**config.mk**
```make
export PLATFORM = sky130hd
export DESIGN_NAME = wb_stage_pipe
export DESIGN_NICKNAME = d
export VERILOG_FILES = /design/src/rtl/cpu_defs_pkg.sv /design/src/rtl/load_align.sv /design/src/rtl/wb_stage_pipe.sv
export SDC_FILE = /design/constraint.sdc
export NUM_CORES = 1
export LEC_CHECK = 0
export BUFFER_PORTS_ARGS = -buffer_cell sky130_fd_sc_hd__clkbuf_2
export CAP_MARGIN = 20
export CORE_ASPECT_RATIO = 1.4
export CORE_MARGIN = 2
export CORE_UTILIZATION = 40
export DETAILED_ROUTE_END_ITERATION = 8
export SYNTH_ARGS = -nofsm -noshare
export SYNTH_HDL_FRONTEND = slang
export SYNTH_HIERARCHICAL = 1
export SYNTH_SLANG_ARGS = --single-unit
```
**constraint.sdc**
```tcl
create_clock -name clk -period 2.8 [get_ports clk]
set_input_delay 0.42 -clock clk [delete_from_list [all_inputs] [get_ports clk]]
set_output_delay 0.42 -clock clk [all_outputs]
set_load 0.01 [all_outputs]
```
**src/rtl/cpu_defs_pkg.sv**
```systemverilog
// rtl/cpu_defs_pkg.sv - shared CPU codes for load types and multiply/divide ops
package cpu_defs_pkg;

    localparam int REG_ADDR_W_DEF = 6;

    typedef enum logic [2:0] {
        LT_LW  = 3'd0,
        LT_LB  = 3'd1,
        LT_LBU = 3'd2,
        LT_LH  = 3'd3,
        LT_LHU = 3'd4,
        LT_LWL = 3'd5,
        LT_LWR = 3'd6
    } load_type_e;

    typedef enum logic [1:0] {
        MD_NONE = 2'd0,
        MD_HILO = 2'd1,
        MD_MTHI = 2'd2,
        MD_MTLO = 2'd3
    } md_op_e;

endpackage

```
**src/rtl/load_align.sv**
```systemverilog
// rtl/load_align.sv - load data extraction and byte-strobe generation
module load_align
    import cpu_defs_pkg::*;
(
    input  logic [2:0]  load_type,
    input  logic [1:0]  offset,
    input  logic [31:0] rdata,
    output logic [31:0] data,
    output logic [3:0]  strb
);

    logic [31:0] byte_shifted;
    logic [15:0] half_sel;
    logic [1:0]  lwl_shift;

    always_comb begin
        byte_shifted = rdata >> {offset, 3'b000};
        half_sel     = offset[1] ? rdata[31:16] : rdata[15:0];
        // 3 - offset on a 2-bit value is simply its complement
        lwl_shift    = ~offset;
        data         = rdata;
        strb         = 4'b1111;
        case (load_type)
            LT_LB:  data = {{24{byte_shifted[7]}}, byte_shifted[7:0]};
            LT_LBU: data = {24'd0, byte_shifted[7:0]};
            LT_LH:  data = {{16{half_sel[15]}}, half_sel};
            LT_LHU: data = {16'd0, half_sel};
            LT_LWL: begin
                data = rdata << {lwl_shift, 3'b000};
                strb = 4'b1111 << lwl_shift;
            end
            LT_LWR: begin
                data = rdata >> {offset, 3'b000};
                strb = 4'b1111 >> offset;
            end
            default: begin
                data = rdata;
                strb = 4'b1111;
            end
        endcase
    end

endmodule

```
**src/rtl/wb_stage_pipe.sv**
```systemverilog
// rtl/wb_stage_pipe.sv - registered handshaked writeback stage with HI/LO ownership
module wb_stage_pipe
    import cpu_defs_pkg::*;
#(
    parameter int REG_ADDR_W = REG_ADDR_W_DEF,
    parameter int HILO_EN    = 1
) (
    input  logic                  clk,
    input  logic                  resetn,
    input  logic                  flush,
    input  logic                  mem_valid,
    output logic                  mem_ready,
    input  logic                  mem_reg_en,
    input  logic [REG_ADDR_W-1:0] mem_reg_waddr,
    input  logic                  mem_is_load,
    input  logic [2:0]            mem_load_type,
    input  logic [31:0]           mem_alu_result,
    input  logic [31:0]           mem_rdata,
    input  logic [1:0]            mem_md_op,
    input  logic [63:0]           mem_md_result,
    input  logic                  rf_ready,
    output logic                  wb_valid,
    output logic                  wb_reg_en,
    output logic [REG_ADDR_W-1:0] wb_reg_waddr,
    output logic [31:0]           wb_reg_wdata,
    output logic [3:0]            wb_reg_wstrb,
    output logic [31:0]           hi,
    output logic [31:0]           lo
);

    logic                  valid_q,  valid_d;
    logic                  reg_en_q, reg_en_d;
    logic [REG_ADDR_W-1:0] waddr_q,  waddr_d;
    logic [31:0]           wdata_q,  wdata_d;
    logic [3:0]            wstrb_q,  wstrb_d;
    md_op_e                md_op_q,  md_op_d;
    logic [31:0]           md_hi_q,  md_hi_d;
    logic [31:0]           md_lo_q,  md_lo_d;
    logic [31:0]           hi_q,     hi_d;
    logic [31:0]           lo_q,     lo_d;

    logic [31:0] la_data;
    logic [3:0]  la_strb;
    logic        accept;
    logic        retire;

    load_align u_load_align (
        .load_type (mem_load_type),
        .offset    (mem_alu_result[1:0]),
        .rdata     (mem_rdata),
        .data      (la_data),
        .strb      (la_strb)
    );

    assign mem_ready = !valid_q || rf_ready;

    always_comb begin
        accept   = mem_valid && mem_ready && !flush;
        retire   = valid_q && rf_ready && !flush;
        valid_d  = valid_q;
        reg_en_d = reg_en_q;
        waddr_d  = waddr_q;
        wdata_d  = wdata_q;
        wstrb_d  = wstrb_q;
        md_op_d  = md_op_q;
        md_hi_d  = md_hi_q;
        md_lo_d  = md_lo_q;
        hi_d     = hi_q;
        lo_d     = lo_q;

        if (flush) begin
            valid_d = 1'b0;
        end else if (accept) begin
            valid_d = 1'b1;
        end else if (retire) begin
            valid_d = 1'b0;
        end

        if (accept) begin
            reg_en_d = mem_reg_en;
            waddr_d  = mem_reg_waddr;
            wdata_d  = mem_is_load ? la_data : mem_alu_result;
            wstrb_d  = mem_is_load ? la_strb : 4'b1111;
            md_op_d  = md_op_e'(mem_md_op);
            // MTHI/MTLO source the ALU result; a full HI/LO write sources the MD unit
            md_hi_d  = (md_op_e'(mem_md_op) == MD_HILO) ? mem_md_result[63:32] : mem_alu_result;
            md_lo_d  = (md_op_e'(mem_md_op) == MD_HILO) ? mem_md_result[31:0]  : mem_alu_result;
        end

        if (retire && (HILO_EN != 0)) begin
            case (md_op_q)
                MD_HILO: begin
                    hi_d = md_hi_q;
                    lo_d = md_lo_q;
                end
                MD_MTHI: hi_d = md_hi_q;
                MD_MTLO: lo_d = md_lo_q;
                default: ;
            endcase
        end
    end

    always_ff @(posedge clk) begin
        if (!resetn) begin
            valid_q  <= 1'b0;
            reg_en_q <= 1'b0;
            waddr_q  <= '0;
            wdata_q  <= '0;
            wstrb_q  <= '0;
            md_op_q  <= MD_NONE;
            md_hi_q  <= '0;
            md_lo_q  <= '0;
            hi_q     <= '0;
            lo_q     <= '0;
        end else begin
            valid_q  <= valid_d;
            reg_en_q <= reg_en_d;
            waddr_q  <= waddr_d;
            wdata_q  <= wdata_d;
            wstrb_q  <= wstrb_d;
            md_op_q  <= md_op_d;
            md_hi_q  <= md_hi_d;
            md_lo_q  <= md_lo_d;
            hi_q     <= hi_d;
            lo_q     <= lo_d;
        end
    end

    assign wb_valid     = valid_q;
    assign wb_reg_en    = valid_q & reg_en_q;
    assign wb_reg_waddr = waddr_q;
    assign wb_reg_wdata = wdata_q;
    assign wb_reg_wstrb = wstrb_q;
    assign hi           = (HILO_EN != 0) ? hi_q : 32'd0;
    assign lo           = (HILO_EN != 0) ? lo_q : 32'd0;

endmodule

```
==> run summary <==
The clock-pin transition on the worst setup and hold timing paths is 70 ps. The top fanout value on the critical path is 64. The synthesized flop and latch total came out at ~170. The final layout net count is about 1400. In the routed layout, each cell is associated on average with a via count of between 5 and 6. The total chip power came out at between 6 and 7 mW.

The pin count of the biggest net entering global routing is between 100 and 150. The cell leakage power is 4.505 nW. The wire length per cell after detailed routing came out at slightly above 20 um.

The synthesized netlist occupies a cell area of around 9000 um^2. The number of global-route vias before repair is approximately 8600. The critical path is of the reg -> reg type. Of all flip-flops after synthesis, the portion carrying an async set or reset was 0%.

The residual DRC count came out at 0. The synthesized area divided by synthesized cell count came out at just over 8 um^2. The placed wire-length estimate is between 20 and 25 mm. After synthesis, the largest family of logic cells by area is compound AO/OA/AOI/OAI gates. In the synthesized netlist, mux cells make up between 10% and 20% of the area.

The clock skew after layout came out at 8.361 ps. No sink is reached through more buffers than the 2 on the longest clock path. Summing the areas of all compound-gate instances in the mapped netlist gives a little over a quarter of the synthesized area. The slew at the pin closest to its max-slew limit came out at between 800 and 900 ps.

The required time reported for the critical path endpoint came out at between 3000 and 4000 ps. The simple-gate area share of the yosys netlist is roughly 17%. The post-CTS setup repair buffer count is 0. The final antenna-violating net count came out at 0. The fraction of post-synthesis cell area in the top cell type by area came out at 38.99%. For this run, global-route usage on met1 was measured as around 36%. The number of flops mapped to enable cells by yosys came out at 0. The maximum frequency from static timing analysis is ~480 MHz. The proportion of power drawn by the clock network came out at between 40% and 50%.

The highest ir drop seen on vdd came out at ~0.00042 V. The end-of-flow core utilization came out at between 50 and 60%. The final weighted congestion in routability-driven placement came out at roughly 0.97. The global-route wire length before repair is between 50 and 60 mm. The floorplan core area is roughly 22000 um^2. In the synthesized netlist, the cells that appear most often are sky130_fd_sc_hd__nand2_1, sky130_fd_sc_hd__dfxtp_1, sky130_fd_sc_hd__a21oi_1, sky130_fd_sc_hd__mux2i_1, sky130_fd_sc_hd__a311oi_1. The number of fill cells in the layout is between 2000 and 2500. For met2 alone, demand over resource in global routing was 45.61%. TritonCTS built the clock tree.

Sequential cells burn 43.0% of the power. The total power per unit cell area is roughly 560 nW/um^2. The total congestion overflow came out at 0. In this run, the number of DRC markers left after iteration 0 of detailed routing was just over 600. STA puts the critical path data arrival time at 2390 ps. The number of warnings reported in the yosys synthesis log is 6. Buffers inserted to repair hold after CTS numbered 0. The busiest metal layer after global routing is met2. The overall routing resource usage came out at 27.88%. The number of nets handed over by synthesis was 1237. The clock insertion delay at the later pin of the skew report is 440 ps. The final critical-path required period is about 2100 ps. The floorplan step defined a die boundary enclosing about 24000 um^2.

For this run, the leading register cell type out of synthesis is sky130_fd_sc_hd__dfxtp_1. The number of failing hold endpoints at the final stage was 0. The post-synthesis sequential area ratio is between 30% and 40%. The headroom to the max-slew limit came out at between 40% and 50%. The fraction of final layout cells with drive strength greater than 1 is 27.40%. The max capacitance violation total is 0.

Summed over all nets, the switching power comes to approximately 1.7 mW. The height of the die came out at ~180 um. Setup repair after global routing left no endpoint under its margin. The worst setup path is launched from a flop. The cell count after synthesis came out at roughly 1100.

The most area-hungry cell type in the Yosys netlist is sky130_fd_sc_hd__dfxtp_1. The total negative setup slack came out at 0 ps. The count of input and output buffers came out at 254.

The number of resized instances in the post-cts repair step is 0. At the placement stage, the worst setup path has a slack of about 350 ps. The TritonCTS sink count came out at around 170.

The floorplan has between 60 and 70 rows. The met3 demand-to-capacity share in global routing is 4.175%. The worst setup path is captured at a flop. The net switching share of the total power came out at 27.88%. The routed via count is just over 9000. The run finished with clean final reports. The sum of routed wire length over all layers is between 30 and 40 mm. The worst path setup slack after routing is 708.3 ps. The tightest min-delay check is of the in -> reg type. The share of the clock period used by the worst path is ~75%. After Yosys synthesis, XOR and XNOR cells account for 0% of the synthesized area. Setup violations remaining at the end of the flow were counted as 0.

The synthesis-to-finish area growth came out at 23.36%. The proportion of power drawn by combinational gates came out at 16.8%. The internal portion of the total power is 4.441 mW.

The root buffer cell is sky130_fd_sc_hd__clkbuf_16. In this run the count of I/O pins placed on the die edge is between 200 and 300. The number of antenna violations at the first check in global routing is 1. The most instantiated library cell after synthesis is sky130_fd_sc_hd__nand2_1. The first-pass iteration count of the detailed router is 5. The H-tree was split into 4 levels. The arithmetic-cell share of the synthesized area counting full adders, half adders and majority gates came out at less than 1%. The final-report max-slew violation count came to 0. The count of unique library cells instantiated by Yosys came out at slightly below 60. The chip width came out at 130.3 um. By area the synthesized netlist is led by sky130_fd_sc_hd__dfxtp_1, sky130_fd_sc_hd__nand2_1, sky130_fd_sc_hd__mux2i_1. The number of clock buffers inserted by TritonCTS is 17. The initial core utilization is 40.87%.
[final cells by class]
| type | instances | area, um^2 | area share, % |
|---|---|---|---|
| Inverter | 17 | 67.56 | 0.6130 |
| Clock buffer | 24 | 511.7 | 4.643 |
| Tap cell | 297 | 371.6 | 3.372 |
| Timing Repair Buffer | 289 | 1624 | 14.73 |
| Sequential cell | 174 | 3483 | 31.60 |
| Antenna cell | 1 | 2.502 | 0.02270 |
| Clock inverter | 8 | 101.3 | 0.9195 |
| Multi-Input combinational cell | 791 | 4860 | 44.09 |
[power groups by stage]
stage,clock network (mW),registers (mW),logic (mW)
CTS,2.50,2.65,1.02
detailed placement,0,2.70,1.02
global route,2.61,2.66,1.12
finish,2.48,2.65,1.03
floorplan,0,2.70,0.593
global placement,0,2.70,1.02
[path summary, 6_finish.rpt]
| check | from | end | slack (ps) | depth (start not counted) |
|---|---|---|---|---|
| setup / recovery | md_op_q[1] | hi[27] | 710 | 5 |
| hold / removal | mem_reg_waddr[1] | wb_reg_waddr[1] | 210 | 3 |
| setup reg to reg | md_op_q[1] | hi[27] | 710 | 5 |
| hold reg to reg | lo[14] | lo[14] | 450 | 2 |
[per-layer routing]
layer	part of all wire [%]	wire length (um)	vias up
met3	6.2	2073	56
met5	0	0	-
met4	3.7	1221	0
li1	-	-	4355
met1	41	13720	4300
met2	49	16210	347
[worst max-delay path, cell delays in order, from the launching register on]
cell                        delay [ps]
sky130_fd_sc_hd__dfxtp_1           360
sky130_fd_sc_hd__inv_1              50
sky130_fd_sc_hd__ha_1              270
sky130_fd_sc_hd__nand4bb_4         790
sky130_fd_sc_hd__nand3_1           310
sky130_fd_sc_hd__o21ai_0           120
[cell usage in the layout, fill, tap and decap left out, types with 3 or more instances in the layout]
cell type                   count
sky130_fd_sc_hd__nor2_1        33
sky130_fd_sc_hd__nand3b_1       3
sky130_fd_sc_hd__buf_4         29
sky130_fd_sc_hd__clkbuf_2     253
sky130_fd_sc_hd__o21ai_0       53
sky130_fd_sc_hd__mux2_2        13
sky130_fd_sc_hd__nor2b_4        3
sky130_fd_sc_hd__nand3_1       43
sky130_fd_sc_hd__a21oi_1      130
sky130_fd_sc_hd__a21o_1         3
sky130_fd_sc_hd__clkbuf_16     17
sky130_fd_sc_hd__nor2b_1        3
sky130_fd_sc_hd__inv_1         14
sky130_fd_sc_hd__o221ai_1       7
sky130_fd_sc_hd__a211oi_1      33
sky130_fd_sc_hd__nand2_1      226
sky130_fd_sc_hd__clkbuf_8       6
sky130_fd_sc_hd__dfxtp_1      174
sky130_fd_sc_hd__a31oi_1       11
sky130_fd_sc_hd__a22oi_1       22
sky130_fd_sc_hd__a311oi_1      64
sky130_fd_sc_hd__a22o_1         3
sky130_fd_sc_hd__nand2b_1      11
sky130_fd_sc_hd__a311oi_2       4
sky130_fd_sc_hd__buf_12         7
sky130_fd_sc_hd__o2bb2ai_1     10
sky130_fd_sc_hd__clkinv_2       4
sky130_fd_sc_hd__mux2i_1       78
[registers in the layout, indices dropped and copies added, names as in the netlist]
register,cells
wb_reg_wdata,32
md_op_q,2
wb_reg_waddr,6
wb_valid,1
lo,32
reg_en_q,1
md_hi_q,32
wb_reg_wstrb,4
md_lo_q,32
hi,32
[kinds of logic (layout without fill, tap and decap cells)]
kind of cell             Yosys count  count (layout)
AND/OR/NAND/NOR                  342             342
buffers and inverters            124             338
multiplexers                      92              92
AO/OA/AOI/OAI                    355             355
adder cells (fa/ha/maj)            2               2
other                              0               1
flip-flops                       174             174
[per-stage QoR]
stage          hold slack (ps)  cells  area, um^2
2_1_floorplan            435.7   1089        8935
3_3_place_gp             443.6   1568       10410
3_5_place_dp             447.1   1568       10410
4_1_cts                  202.4   1600       11020
5_1_grt                  210.0   1601       11020
6_report                 209.9   1601       11020
No activity file was read; power rests on OpenSTA's default activity.
